<file path="src/rtl/ps2_pkg.sv">
// ps2_pkg
// Shared types, constants and the scan-code to ASCII helper for the PS/2
// keyboard event receiver.
//   ps2_state_e  : frame FSM states
//   ps2_evt_t    : one decoded key event {ext, brk, ascii, code}, 18 bits
//   PS2_*        : prefix, shift and discard scan codes (set 2)
//   ps2_is_discard / ps2_to_ascii : decoder helpers
package ps2_pkg;

  typedef enum logic [1:0] {
    IDLE,
    DATA,
    PARITY,
    STOP
  } ps2_state_e;

  typedef struct packed {
    logic       ext;
    logic       brk;
    logic [7:0] ascii;
    logic [7:0] code;
  } ps2_evt_t;

  localparam logic [7:0] PS2_EXT    = 8'hE0;
  localparam logic [7:0] PS2_BRK    = 8'hF0;
  localparam logic [7:0] PS2_LSHIFT = 8'h12;
  localparam logic [7:0] PS2_RSHIFT = 8'h59;
  localparam logic [7:0] PS2_BAT    = 8'hAA;
  localparam logic [7:0] PS2_ACK    = 8'hFA;
  localparam logic [7:0] PS2_ECHO   = 8'hEE;
  localparam logic [7:0] PS2_RESEND = 8'hFE;
  localparam logic [7:0] PS2_ERR0   = 8'h00;
  localparam logic [7:0] PS2_ERR1   = 8'hFF;
  localparam logic [7:0] PS2_ENTER  = 8'h5A;

  // Keyboard housekeeping bytes that never become key events.
  function automatic logic ps2_is_discard(input logic [7:0] code);
    return (code == PS2_BAT) || (code == PS2_ACK) || (code == PS2_ECHO) ||
           (code == PS2_RESEND) || (code == PS2_ERR0) || (code == PS2_ERR1);
  endfunction

  // Make-code translation; letters are produced lowercase and folded to
  // uppercase afterwards so the table stays a single column.
  function automatic logic [7:0] ps2_to_ascii(input logic [7:0] code, input logic shift);
    logic [7:0] r;
    r = 8'h00;
    case (code)
      8'h1C: r = 8'h61;  8'h32: r = 8'h62;  8'h21: r = 8'h63;  8'h23: r = 8'h64;
      8'h24: r = 8'h65;  8'h2B: r = 8'h66;  8'h34: r = 8'h67;  8'h33: r = 8'h68;
      8'h43: r = 8'h69;  8'h3B: r = 8'h6A;  8'h42: r = 8'h6B;  8'h4B: r = 8'h6C;
      8'h3A: r = 8'h6D;  8'h31: r = 8'h6E;  8'h44: r = 8'h6F;  8'h4D: r = 8'h70;
      8'h15: r = 8'h71;  8'h2D: r = 8'h72;  8'h1B: r = 8'h73;  8'h2C: r = 8'h74;
      8'h3C: r = 8'h75;  8'h2A: r = 8'h76;  8'h1D: r = 8'h77;  8'h22: r = 8'h78;
      8'h35: r = 8'h79;  8'h1A: r = 8'h7A;
      8'h45: r = 8'h30;  8'h16: r = 8'h31;  8'h1E: r = 8'h32;  8'h26: r = 8'h33;
      8'h25: r = 8'h34;  8'h2E: r = 8'h35;  8'h36: r = 8'h36;  8'h3D: r = 8'h37;
      8'h3E: r = 8'h38;  8'h46: r = 8'h39;
      8'h29: r = 8'h20;  8'h5A: r = 8'h0A;  8'h66: r = 8'h08;
      default: r = 8'h00;
    endcase
    if (shift && (r >= 8'h61) && (r <= 8'h7A)) begin
      r = r - 8'h20;
    end
    return r;
  endfunction

endpackage

</file>
<file path="src/rtl/ps2_evt_fifo.sv">
// ps2_evt_fifo
// First-word-fall-through synchronous FIFO. The head entry is always visible
// on rd_data_o while rd_valid_o is high. A write while full is accepted only
// if a read happens in the same cycle.
//   clk, rst     : system clock, synchronous active-high reset (flushes)
//   wr_valid_i   : write request with wr_data_i
//   rd_ready_i   : consumer takes the head entry when rd_valid_o is high
//   rd_valid_o   : FIFO not empty
//   rd_data_o    : head entry
//   full_o       : all DEPTH entries occupied
module ps2_evt_fifo #(
  parameter int WIDTH = 18,
  parameter int DEPTH = 8
) (
  input  logic             clk,
  input  logic             rst,
  input  logic             wr_valid_i,
  input  logic [WIDTH-1:0] wr_data_i,
  input  logic             rd_ready_i,
  output logic             rd_valid_o,
  output logic [WIDTH-1:0] rd_data_o,
  output logic             full_o
);

  localparam int AW = $clog2(DEPTH);
  localparam int CW = AW + 1;

  logic [WIDTH-1:0] mem_q [DEPTH];
  logic [AW-1:0]    wr_ptr_q;
  logic [AW-1:0]    rd_ptr_q;
  logic [CW-1:0]    count_q;
  logic             push;
  logic             pop;

  assign rd_valid_o = (count_q != '0);
  assign full_o     = (count_q == CW'(DEPTH));
  assign pop        = rd_valid_o && rd_ready_i;
  assign push       = wr_valid_i && (!full_o || pop);
  assign rd_data_o  = mem_q[rd_ptr_q];

  // Storage array; no reset needed because count_q gates visibility.
  always_ff @(posedge clk) begin
    if (push) begin
      mem_q[wr_ptr_q] <= wr_data_i;
    end
  end

  // Pointers wrap naturally since DEPTH is a power of two.
  always_ff @(posedge clk) begin
    if (rst) begin
      wr_ptr_q <= '0;
      rd_ptr_q <= '0;
      count_q  <= '0;
    end else begin
      if (push) wr_ptr_q <= wr_ptr_q + AW'(1);
      if (pop)  rd_ptr_q <= rd_ptr_q + AW'(1);
      case ({push, pop})
        2'b10:   count_q <= count_q + CW'(1);
        2'b01:   count_q <= count_q - CW'(1);
        default: count_q <= count_q;
      endcase
    end
  end

endmodule

</file>
<file path="src/rtl/ps2_kbd_events.sv">
// ps2_kbd_events
// PS/2 keyboard receiver: synchronises and deglitches the PS/2 pins, frames
// bytes (start, 8 data LSB first, odd parity, stop), decodes E0/F0 prefixes
// into make/break/extended events with shift-aware ASCII, and buffers the
// events in a FWFT FIFO with a valid/ready handshake.
//   clk, rst             : system clock, synchronous active-high reset
//   ps2k_clk, ps2k_data  : raw asynchronous PS/2 pins
//   evt_valid/evt_ready  : event handshake, head fields evt_code/ascii/break/ext
//   err_parity/err_frame : one-cycle error pulses
//   overflow             : sticky, an event was dropped on a full FIFO
module ps2_kbd_events
  import ps2_pkg::*;
#(
  parameter int FILTER_LEN  = 8,
  parameter int TIMEOUT_CYC = 50000,
  parameter int FIFO_DEPTH  = 8
) (
  input  logic       clk,
  input  logic       rst,
  input  logic       ps2k_clk,
  input  logic       ps2k_data,
  output logic       evt_valid,
  input  logic       evt_ready,
  output logic [7:0] evt_code,
  output logic [7:0] evt_ascii,
  output logic       evt_break,
  output logic       evt_ext,
  output logic       err_parity,
  output logic       err_frame,
  output logic       overflow
);

  localparam int FW = $clog2(FILTER_LEN + 1);
  localparam int TW = $clog2(TIMEOUT_CYC + 1);

  logic          clk_s1_q, clk_s2_q, data_s1_q, data_s2_q;
  logic          filt_q;
  logic [FW-1:0] flt_cnt_q;
  logic          strobe;

  ps2_state_e    state_q, state_d;
  logic [2:0]    bit_cnt_q, bit_cnt_d;
  logic [7:0]    shreg_q, shreg_d;
  logic          par_ok_q, par_ok_d;
  logic [TW-1:0] to_cnt_q, to_cnt_d;
  logic          byte_vld_q, byte_vld_d;
  logic          perr_q, perr_d;
  logic          ferr_q, ferr_d;

  logic          ext_q, ext_d, brk_q, brk_d;
  logic          lsh_q, lsh_d, rsh_q, rsh_d;
  logic          push_q, push_d;
  ps2_evt_t      evt_q, evt_d;
  ps2_evt_t      head;
  logic          fifo_full;
  logic          ovf_q;

  // Flip the filtered level only after FILTER_LEN consecutive samples that
  // disagree with it; strobe fires on the cycle the level drops to 0.
  assign strobe = filt_q && !clk_s2_q && (flt_cnt_q == FW'(FILTER_LEN - 1));

  // Two-flop synchronisers and the PS/2 clock deglitch filter.
  always_ff @(posedge clk) begin
    if (rst) begin
      clk_s1_q  <= 1'b1;
      clk_s2_q  <= 1'b1;
      data_s1_q <= 1'b1;
      data_s2_q <= 1'b1;
      filt_q    <= 1'b1;
      flt_cnt_q <= '0;
    end else begin
      clk_s1_q  <= ps2k_clk;
      clk_s2_q  <= clk_s1_q;
      data_s1_q <= ps2k_data;
      data_s2_q <= data_s1_q;
      if (clk_s2_q == filt_q) begin
        flt_cnt_q <= '0;
      end else if (flt_cnt_q == FW'(FILTER_LEN - 1)) begin
        filt_q    <= clk_s2_q;
        flt_cnt_q <= '0;
      end else begin
        flt_cnt_q <= flt_cnt_q + FW'(1);
      end
    end
  end

  // Frame FSM next-state: shifts bits on strobe, checks parity/stop and
  // abandons a stalled frame after TIMEOUT_CYC cycles without a strobe.
  always_comb begin
    state_d    = state_q;
    bit_cnt_d  = bit_cnt_q;
    shreg_d    = shreg_q;
    par_ok_d   = par_ok_q;
    to_cnt_d   = '0;
    byte_vld_d = 1'b0;
    perr_d     = 1'b0;
    ferr_d     = 1'b0;
    case (state_q)
      IDLE: begin
        if (strobe && !data_s2_q) begin
          state_d   = DATA;
          bit_cnt_d = '0;
        end
      end
      DATA: begin
        if (strobe) begin
          shreg_d   = {data_s2_q, shreg_q[7:1]};
          bit_cnt_d = bit_cnt_q + 3'd1;
          if (bit_cnt_q == 3'd7) state_d = PARITY;
        end
      end
      PARITY: begin
        if (strobe) begin
          par_ok_d = ^{shreg_q, data_s2_q};
          state_d  = STOP;
        end
      end
      STOP: begin
        if (strobe) begin
          state_d = IDLE;
          if (!par_ok_q)       perr_d     = 1'b1;
          else if (!data_s2_q) ferr_d     = 1'b1;
          else                 byte_vld_d = 1'b1;
        end
      end
      default: state_d = IDLE;
    endcase
    if ((state_q != IDLE) && !strobe) begin
      if (to_cnt_q == TW'(TIMEOUT_CYC - 1)) begin
        state_d = IDLE;
        ferr_d  = 1'b1;
      end else begin
        to_cnt_d = to_cnt_q + TW'(1);
      end
    end
  end

  // Frame FSM registers and the registered accept/error pulses.
  always_ff @(posedge clk) begin
    if (rst) begin
      state_q    <= IDLE;
      bit_cnt_q  <= '0;
      shreg_q    <= '0;
      par_ok_q   <= 1'b0;
      to_cnt_q   <= '0;
      byte_vld_q <= 1'b0;
      perr_q     <= 1'b0;
      ferr_q     <= 1'b0;
    end else begin
      state_q    <= state_d;
      bit_cnt_q  <= bit_cnt_d;
      shreg_q    <= shreg_d;
      par_ok_q   <= par_ok_d;
      to_cnt_q   <= to_cnt_d;
      byte_vld_q <= byte_vld_d;
      perr_q     <= perr_d;
      ferr_q     <= ferr_d;
    end
  end

  // Prefix/shift decoder. shreg_q still holds the accepted byte in the
  // cycle byte_vld_q is high. Extended codes other than Enter have no
  // ASCII, and breaks never carry ASCII.
  always_comb begin
    ext_d  = ext_q;
    brk_d  = brk_q;
    lsh_d  = lsh_q;
    rsh_d  = rsh_q;
    push_d = 1'b0;
    evt_d  = '0;
    if (byte_vld_q) begin
      if (shreg_q == PS2_EXT) begin
        ext_d = 1'b1;
      end else if (shreg_q == PS2_BRK) begin
        brk_d = 1'b1;
      end else begin
        ext_d = 1'b0;
        brk_d = 1'b0;
        if (!ps2_is_discard(shreg_q)) begin
          push_d     = 1'b1;
          evt_d.ext  = ext_q;
          evt_d.brk  = brk_q;
          evt_d.code = shreg_q;
          if (!brk_q && (!ext_q || (shreg_q == PS2_ENTER))) begin
            evt_d.ascii = ps2_to_ascii(shreg_q, lsh_q | rsh_q);
          end
          if (!ext_q && (shreg_q == PS2_LSHIFT)) lsh_d = !brk_q;
          if (!ext_q && (shreg_q == PS2_RSHIFT)) rsh_d = !brk_q;
        end
      end
    end
  end

  // Decoder state, staged FIFO write, and the sticky overflow flag.
  always_ff @(posedge clk) begin
    if (rst) begin
      ext_q  <= 1'b0;
      brk_q  <= 1'b0;
      lsh_q  <= 1'b0;
      rsh_q  <= 1'b0;
      push_q <= 1'b0;
      evt_q  <= '0;
      ovf_q  <= 1'b0;
    end else begin
      ext_q  <= ext_d;
      brk_q  <= brk_d;
      lsh_q  <= lsh_d;
      rsh_q  <= rsh_d;
      push_q <= push_d;
      evt_q  <= evt_d;
      if (push_q && fifo_full && !(evt_valid && evt_ready)) ovf_q <= 1'b1;
    end
  end

  ps2_evt_fifo #(
    .WIDTH($bits(ps2_evt_t)),
    .DEPTH(FIFO_DEPTH)
  ) u_fifo (
    .clk       (clk),
    .rst       (rst),
    .wr_valid_i(push_q),
    .wr_data_i (evt_q),
    .rd_ready_i(evt_ready),
    .rd_valid_o(evt_valid),
    .rd_data_o (head),
    .full_o    (fifo_full)
  );

  assign evt_code   = head.code;
  assign evt_ascii  = head.ascii;
  assign evt_break  = head.brk;
  assign evt_ext    = head.ext;
  assign err_parity = perr_q;
  assign err_frame  = ferr_q;
  assign overflow   = ovf_q;

endmodule

</file>
<file path="config.mk">
export PLATFORM = sky130hd
export DESIGN_NAME = ps2_kbd_events
export DESIGN_NICKNAME = d
export VERILOG_FILES = /design/src/rtl/ps2_pkg.sv /design/src/rtl/ps2_evt_fifo.sv /design/src/rtl/ps2_kbd_events.sv
export SDC_FILE = /design/constraint.sdc
export NUM_CORES = 1
export LEC_CHECK = 0
export BUFFER_PORTS_ARGS = -buffer_cell sky130_fd_sc_hd__buf_2
export CAP_MARGIN = 20
export CORE_UTILIZATION = 60
export CTS_CLUSTER_DIAMETER = 100
export DETAILED_ROUTE_END_ITERATION = 6
export GPL_ROUTABILITY_DRIVEN = 0
export PLACE_DENSITY_LB_ADDON = 0.25
export SYNTH_ARGS = -nofsm -noshare
export SYNTH_HDL_FRONTEND = slang
export SYNTH_HIERARCHICAL = 1
export SYNTH_SLANG_ARGS = --single-unit
</file>
<file path="constraint.sdc">
create_clock -name clk -period 3.7 [get_ports clk]
set_input_delay 0.185 -clock clk [delete_from_list [all_inputs] [get_ports clk]]
set_output_delay 0.185 -clock clk [all_outputs]
set_load 0.01 [all_outputs]
</file>
==> Word level (Yosys, flattened, before mapping) <==
Memory sizes are Yosys's and may differ from the RTL's. A register that Yosys moved wholly into a read port is not among the register bits.
Cells that the tools add are included.
Widths: inputs -> output; s select.
{ "word_totals": {"regBits": 76, "ramBits": 144, "rom_bits": 896, "inputBits": 5, "output_inout_bits": 22, "word_cells": 159, "memories": 2} }
{ "mem_list": {"columns": ["memory", "words", "width", "rd", "rd_clocked_by_memory_dff", "wr", "line", "rtl"], "rows": [
  ["(name not given)", 128, 7, 1, 1, 0, "ps2_pkg.sv:47", "case (code)"],
  ["u_fifo.mem_q", 8, 18, 1, 1, 1, "ps2_evt_fifo.sv:28", "logic [WIDTH-1:0] mem_q [DEPTH];"]
]} }
{ "classes": {"addsub": 8, "order_cmp": 2, "eq_ne": 23, "mux": 37, "bitwise": 11, "n_reduce_logical": 49} }
{ "op_table": {"columns": ["cell", "count"], "rows": [
  ["$eq 8x8->1 const B", 7],
  ["$mux 8", 7],
  ["$add 16x1->16 const B", 1],
  ["$eq 16x16->1 const B", 1],
  ["$eq 8x7->1 const B", 2],
  ["$mux 1", 14],
  ["$mux 2", 7],
  ["$mux 7", 2],
  ["$logic_and 1x1->1", 13],
  ["$mux 3", 4],
  ["$not 1->1", 10],
  ["$reduce_and 2->1", 5],
  ["$reduce_and 5->1", 2],
  ["$add 3x1->3 const B", 3],
  ["$reduce_or 3->1", 3],
  ["$reduce_xor 9->1", 1],
  ["$add 4x1->4 const B", 2],
  ["$eq 8x5->1 const B", 1],
  ["$ge 8x7->1 const B", 1],
  ["$le 8x7->1 const B", 1],
  ["$logic_not 8->1", 1],
  ["$pmux 2 s4", 1],
  ["$pmux 4 s2", 1],
  ["$reduce_or 4->1", 2],
  ["other kinds (19)", 38]
]} }

==> Logic depth before layout (Yosys ltp) <==
Gate-level depths: netlist (run 1).
{ "depth": {"word_depth": 14, "ltp_mapped": 16, "depth_no_buf": 13} }

==> Hierarchy <==
Netlist (run 1), hierarchy kept.
{ "by_module_without_submodules": {"columns": ["module", "instances", "cells_each", "area_each_um2"], "rows": [
  ["ps2_evt_fifo", 1, 289, 6130.9],
  ["ps2_kbd_events", 1, 480, 3962.6]
]} }

==> Worst setup path before layout (run 1) <==
No wires, ideal clock.
{ "synth_path": {"path_kind": "register to register", "from": "reg flt_cnt_q[0]", "to": "reg (tool-made name)", "setup_time_ns": 0.134, "t_arrival_ns": 3.050, "setup_slack_ns": 0.516, "stages_incl_launch_ff": 16, "cell_sequence": "dfxtp_1 -> ha_1 -> and4b_4 -> buf_4 -> buf_4 -> nand3_1 -> a21oi_1 -> inv_1 -> ha_1 -> buf_1 -> mux2_2 -> o211ai_1 -> a21oi_1 -> a21oi_1 -> a21oi_1 -> or4_1"} }
{ "synth_rtl": {"columns": ["element", "line", "rtl"], "rows": [
  ["from (decl)", "ps2_kbd_events.sv:38", "logic [FW-1:0] flt_cnt_q;"],
  ["from (signal assigned)", "ps2_kbd_events.sv:82", "flt_cnt_q <= flt_cnt_q + FW'(1);"]
]} }

==> summary.md, run 1 <==
| Metric | Value |
|---|---|
| N_diodes | `0` |
| Starting DRT DRC Count | `690` |
| Crit. End Element | `flop` |
| Vias in the first global route | `6,548` |
| Final setup margin | `0.2701 ns` |
| CTS clk-pin slew, worst paths | `0.07 ns` |
| Synth Register Bits | `230` |
| Yosys warning count | `6` |
| Site row count | `47` |
| Synthesized cell area | `0.01009 mm²` |
| Slew @ Worst Pin | `1.092 ns` |
| Antenna violations before repair | `0` |
| Reg2Reg Launch Point | `flt_cnt_q[0]$_SDFF_PP0_` |
| Max Cap Viol | `0` |
| Final clock skew | `0.02080 ns` |
| Nets | `816` |
| R2R setup slack | `0.27 ns` |
| Sequential area share after synthesis | `59.90%` |
| Crit share post-route | `92.70%` |
| Final min period | `3.430 ns` |
| DRT antenna net count | `0` |
| Synth cell types | `82` |
| RSZ-0062 raised after global routing | `no` |
| Worst min path class | `in2reg` |
| Final Hold Viols | `0` |
| Status | `finished, violations left` |
| CTS Buffer Depth | `3` |
| Synth Flop Type | `edfxtp_1` |
| Area Overhead vs Synth | `10.64%` |
| Placed Area | `0.01044 mm²` |
| Hold_ws | `0.08558 ns` |
| WL/cell | `20.59 µm` |
| Endpoint, Worst Hold | `bit_cnt_q[0]$_SDFFE_PP0P_` |
| CP Max Fanout | `22` |
| Power Density | `507.9 mW/mm²` |
| Die X | `131.7 µm` |
| Synthesized area per cell | `13.13 µm²` |
| TNS Setup | `0 ns` |
| FF-to-FF path depth | `11` |
| Root buffer cell | `clkbuf_16` |
| Final wirelength | `21,230 µm` |
| I/O pin count | `27` |
| Pre-CTS setup slack | `0.3215 ns` |
| Initial core utilization | `61.08%` |
| Failing checks | `DRC` |
| CP Data Required Time | `4.08 ns` |
| CORE AREA | `0.01652 mm²` |
| WS Path Type | `reg2reg` |
| Total Routing Usage GR | `25.04%` |
| Worst hold start | `rst` |
| Final core utilization | `67.58%` |
| DIE AREA | `0.01734 mm²` |
| Vert. Die Dim | `131.7 µm` |
| Worst skew pair latency | `0.51 ns` |
| CP startpoint kind | `flop` |
| Gr ovfl total | `0` |
| H-tree level count | `1` |
| Via count | `6,567` |
| Syn Nets | `791` |
| Slew Viols, Final | `0` |
| Worst vdd ir | `0.3940 mV` |
| Share of layout cells above drive strength 1 | `18.87%` |
| First-pass GRT wire length | `34,050 µm` |
| Fmax | `291.6 MHz` |
| Post-route cell area | `0.01117 mm²` |
| Hold path depth | `2` |
| Worst EP arrival | `3.81 ns` |
| Final setup fails | `0` |
| Slew HR | `27.11%` |
| Leakage power | `3.664 nW` |
| Clock sink count | `230` |
| Most common cell after layout, fill and taps aside | `edfxtp_1` |
| Vias per inst | `6.370` |
| Synth async-reset ratio | `0%` |
| EDFF count, synth | `144` |
| DRC Markers | `22` |
| HPWL after DPL | `13,300 µm` |
| Port Buffer Count | `26` |
| Largest net degree at the start of global routing | `39` |
| Cells after synthesis | `769` |
| First drt pass iteration count | `7` |
| Num CTS Buffers | `23` |
| Most frequent cells in the layout | `edfxtp_1, dfxtp_1, nor2_1` |
| CTS tree | `built` |
==> state kept, by name (all words and copies together) (netlist names), 2 cells and up, named ones only <==
| name | count |
|---|---|
| u_fifo/mem_q | 144 |
| evt_q | 18 |
| to_cnt_q | 16 |
| shreg_q | 8 |
| flt_cnt_q | 4 |
| u_fifo/count_q | 4 |
| bit_cnt_q | 3 |
| u_fifo/rd_ptr_q | 3 |
| u_fifo/wr_ptr_q | 3 |
| state_q | 2 |
==> synth_stat cells, types with 6 or more instances <==
master,instances,area (µm²)
edfxtp_1,144,4324
dfxtp_1,86,1722
nor2_1,64,240.2
nand2_1,38,142.6
a21oi_1,36,180.2
mux4_2,36,810.8
mux2_2,20,225.2
clkbuf_1,19,71.32
and2_1,18,112.6
nand3_1,18,90.09
xnor2_1,18,157.7
inv_1,17,63.81
nor3_1,17,85.08
ha_1,16,200.2
o21ai_0,14,70.07
xor2_1,14,122.6
buf_2,12,60.06
nand4_1,12,75.07
o211ai_1,10,75.07
nand2b_1,9,56.30
and3_1,8,50.05
a31oi_1,7,43.79
buf_1,6,22.52
nor4_1,6,37.54
o21ai_1,6,30.03
==> worst max-delay path, cell delays in order, from the launching register on <==
cell and delay, ns:
dfxtp_1 0.36, ha_1 0.23, and4b_4 0.43, nand3_1 0.14, a21oi_1 0.40, inv_1 0.15, ha_1 0.34, o31ai_1 0.32
nand2_1 0.10, a221oi_2 0.19, a2111oi_0 0.09, or4_1 0.54
==> routing by layer <==
layer | share of wire [%] | GRT usage [%] | up-vias
met5 | 0 | 0 | -
met3 | 7.4 | 5.170 | 119
met2 | 49 | 42.45 | 336
met1 | 39 | 30.95 | 3128
li1 | - | - | 2984
met4 | 4.9 | 11.56 | 0
==> worst max path at each step <==
| stage | from | endpoint | slack [ns] | cells past startpoint |
|---|---|---|---|---|
| 6_report | flt_cnt_q[0]$_SDFF_PP0_ | flop | 0.27 | 11 |
| 5_1_grt | flt_cnt_q[0]$_SDFF_PP0_ | flop | 0.11 | 11 |
| 4_1_cts | flt_cnt_q[0]$_SDFF_PP0_ | flop | 0.30 | 12 |
| 3_5_place_dp | flt_cnt_q[0]$_SDFF_PP0_ | flop | 0.32 | 12 |
| 3_3_place_gp | flt_cnt_q[0]$_SDFF_PP0_ | flop | 0.52 | 12 |
| 2_1_floorplan | flt_cnt_q[0]$_SDFF_PP0_ | flop | 0.52 | 15 |
==> metrics by stage <==
stage	instances	total power, mW
3_5_place_dp	987	3.583
4_1_cts	1031	5.720
5_1_grt	1031	5.880
6_report	1031	5.672
2_1_floorplan	769	3.423
3_3_place_gp	987	3.559
==> report_power, final <==
part | leakage, nW | internal [mW] | switching (mW)
sequential | 2.02 | 2.73 | 0.112
clock | 0.326 | 1.24 | 0.905
combinational | 1.32 | 0.385 | 0.299
total | 3.66 | 4.36 | 1.32
==> final cells by class <==
type | count | area, µm²
clock buffer | 34 | 626.9
clock inverter | 8 | 70.07
fill | 1126 | 5358
inverter | 19 | 71.32
multi-input combinational | 475 | 3786
sequential | 230 | 6047
tap | 220 | 275.3
timing repair buffer | 45 | 290.3
==> timing repair <==
action	in CTS	in global routing
buffers inserted	0	0
endpoints found under the hold margin	2	0
setup endpoints to repair	0	1
resized for setup	0	2
hold buffers	2	0
==> cell families after synthesis <==
family          count (synthesis)  synth area share [%]
compound gates                137                 9.521
xor+xnor                       32                 2.777
fa+ha+maj                      17                 2.182
buf+inv                        64                 2.938
flops                         230                 59.90
mux                            61                 10.76
simple gates                  228                 11.93
(Power assumes the default switching activity.)
==> run 2: changes to the inputs <==
==> constraint.sdc (replaced) <==
create_clock -name clk -period 3.7 [get_ports clk]
set_input_delay 0.37 -clock clk [delete_from_list [all_inputs] [get_ports clk]]
set_output_delay 0.37 -clock clk [all_outputs]
set_load 0.01 [all_outputs]
==> run 2 against run 1 <==
Against the previous run:
- the run still ends with DRC left
- utilization is 0.30 points higher
- design area grew 0.44%
- fmax grew 0.49%
- critical path depth did not move
- non-clock buffer count shrank 2
- total power grew 3.2%
- global-route usage grew 0.29 points
- clock power increased by 9%
- routed wire length is 1.1% higher
- via count increased by 1.4%
- critical path type unchanged
- highest routed layer unchanged
==> summary.md, run 2 (synthesis gave the netlist of run 1 again) <==
| Metric | Value |
|---|---|
| Status | `finished, violations left` |
| Failing checks | `DRC` |
| WL/cell | `20.86 µm (+1.3%)` |
| CP delay by family, top | `simple AND/OR/NAND/NOR gates` |
| DIE AREA | `0.01734 mm² (unchanged)` |
| Num CTS Buffers | `23 (unchanged)` |
| Gr ovfl total | `0 (unchanged)` |
| Via count | `6,661 (+1.4%)` |
| Top reg by flops | `u_fifo/mem_q` |
| Top Registers | `u_fifo/mem_q: 144 flops, evt_q: 18 flops, to_cnt_q: 16 flops` |
| CTS clk-pin slew, worst paths | `0.07 ns (about the same)` |
| Hold-fix buffers, CTS | `0 (-2)` |
| CTS Buffer Depth | `3 (unchanged)` |
| Antenna violations before repair | `0 (unchanged)` |
| Leakage power | `3.710 nW (+1.2%)` |
| Worst EP arrival | `3.81 ns (about the same)` |
| CTS tree | `built` |
| CP peak stage delay | `0.52 ns (-0.02 ns)` |
| Starting DRT DRC Count | `894 (+30%)` |
| Most frequent CP cell | `a21oi_1` |
| Area Overhead vs Synth | `11.12%` |
| Max Cap Viol | `0 (unchanged)` |
| Crit. End Element | `flop` |
| Clock sink count | `230 (unchanged)` |
| Share of layout cells above drive strength 1 | `19.90% (+1.0 points)` |
| Final wirelength | `21,470 µm (+1.1%)` |
| Crit share post-route | `92.25% (-0.45 points)` |
| Site row count | `47 (unchanged)` |
| Pwr Total | `5.852 mW (+3.2%)` |
| HPWL after DPL | `13,270 µm (-0.24%)` |
| Initial core utilization | `61.08% (unchanged)` |
| Final min period | `3.413 ns (-0.01662 ns)` |
| Worst skew pair latency | `0.51 ns (about the same)` |
| First-pass GRT wire length | `34,640 µm (+1.7%)` |
| CP Buf/Inv Count | `1 (unchanged)` |
| Vias in the first global route | `6,520 (-0.43%)` |
| Vert. Die Dim | `131.7 µm (unchanged)` |
| Die X | `131.7 µm (unchanged)` |
| Port Buffer Count | `26 (unchanged)` |
| Worst vdd ir | `0.3480 mV (-12%)` |
| Slowest stage cell, crit path | `dfxtp_1` |
| Slew @ Worst Pin | `1.030 ns (-0.06207 ns)` |
| RSZ-0062 raised after global routing | `no` |
| Fmax | `293.0 MHz (+0.49%)` |
| Slew Viols, Final | `0 (unchanged)` |
| WS Path Type | `reg2reg` |
| TNS Setup | `0 ns (unchanged)` |
| CORE AREA | `0.01652 mm² (unchanged)` |
| DRT antenna net count | `0 (unchanged)` |
| N_diodes | `0 (unchanged)` |
| Most common cell after layout, fill and taps aside | `edfxtp_1` |
| Total Routing Usage GR | `25.33% (+0.29 points)` |
| Worst min path class | `in2reg` |
| Final setup fails | `0 (unchanged)` |
| First drt pass iteration count | `7 (unchanged)` |
| Nets | `814 (-0.25%)` |
| Resized Gates After CTS | `0 (unchanged)` |
| CP Max Fanout | `13 (-41%)` |
| Vias per inst | `6.473 (+1.6%)` |
| CP startpoint kind | `flop` |
| Slew HR | `31.25% (+4.1 points)` |
| Final Hold Viols | `0 (unchanged)` |
| Power Density | `521.7 mW/mm² (+2.7%)` |
| Largest register FFs | `144 (unchanged)` |
| Post-CTS Setup Bufs | `0 (unchanged)` |
| Root buffer cell | `clkbuf_16` |
| Most frequent cells in the layout | `edfxtp_1, dfxtp_1, nor2_1` |
| Critical path cell sequence | `nor2b_2, nand3_1, a21oi_1, inv_1, ha_1, mux2_2, o211ai_1, a21oi_1, a21oi_1, a21oi_1, or4_1` |
| CP Data Required Time | `4.09 ns (about the same)` |
| I/O pin count | `27 (unchanged)` |
| Largest net degree at the start of global routing | `39 (unchanged)` |
| DRC Markers | `57 (+160%)` |
| Final clock skew | `0.02588 ns (+0.005080 ns)` |
| H-tree level count | `1 (unchanged)` |
[run 2: changes by cell type in the layout (fill, tap and decap cells not counted), moves of 2 or more]
cell / previous run / this run
clkbuf_1: 10 / 4
clkbuf_8: 1 / 4
clkinv_1: 3 / 0
clkinv_2: 0 / 3
clkinv_4: 0 / 2
dlygate4sd3_1: 2 / 0
[run 2: stage by stage]
step | util (%) | worst slack [ns] | hold slack [ns] | cells | instance area [µm²]
5_1_grt | 67.87 | 0.08653 | 0.03226 | 1029 | 11220
6_report | 67.87 | 0.2867 | 0.04148 | 1029 | 11220
2_1_floorplan | - | 0.5160 | 0.3895 | 769 | 10090
4_1_cts | 67.87 | 0.3964 | 0.02765 | 1029 | 11220
3_5_place_dp | 63.19 | 0.4305 | 0.3977 | 987 | 10440
3_3_place_gp | 63.19 | 0.5207 | 0.3924 | 987 | 10440
[run 2: final cells by class]
class	instances	area, µm²
tap	220	275.3
inverter	19	71.32
multi-input combinational	475	3777
fill	1142	5309
clock buffer	31	645.6
timing repair buffer	43	270.3
clock inverter	11	128.9
sequential	230	6047
[run 2: routing by layer]
metal	global-route usage (%)	vias to the layer above	part of all wire [%]
li1	-	2982	-
met1	34.20	3228	40
met2	41.62	348	48
met3	3.742	103	7.7
met4	10.14	0	4.1
met5	0	-	0
[run 2: path summary, 6_finish.rpt]
path | to | depth (start not counted) | from | slack, ns
worst max-delay path | flop | 11 | state_q[0]$_SDFF_PP0_ | 0.29
worst min-delay path | data_s1_q$_SDFF_PP1_ | 2 | ps2k_data | 0.04
worst max register to register | flop | 11 | state_q[0]$_SDFF_PP0_ | 0.29
worst min register to register | data_s2_q$_SDFF_PP1_ | 1 | data_s1_q$_SDFF_PP1_ | 0.41
[run 2: where the power goes]
| part | switching (mW) | internal, mW |
|---|---|---|
| Clock | 0.960 | 1.38 |
| Combinational | 0.314 | 0.381 |
| Sequential | 0.0918 | 2.73 |
| Total | 1.37 | 4.49 |
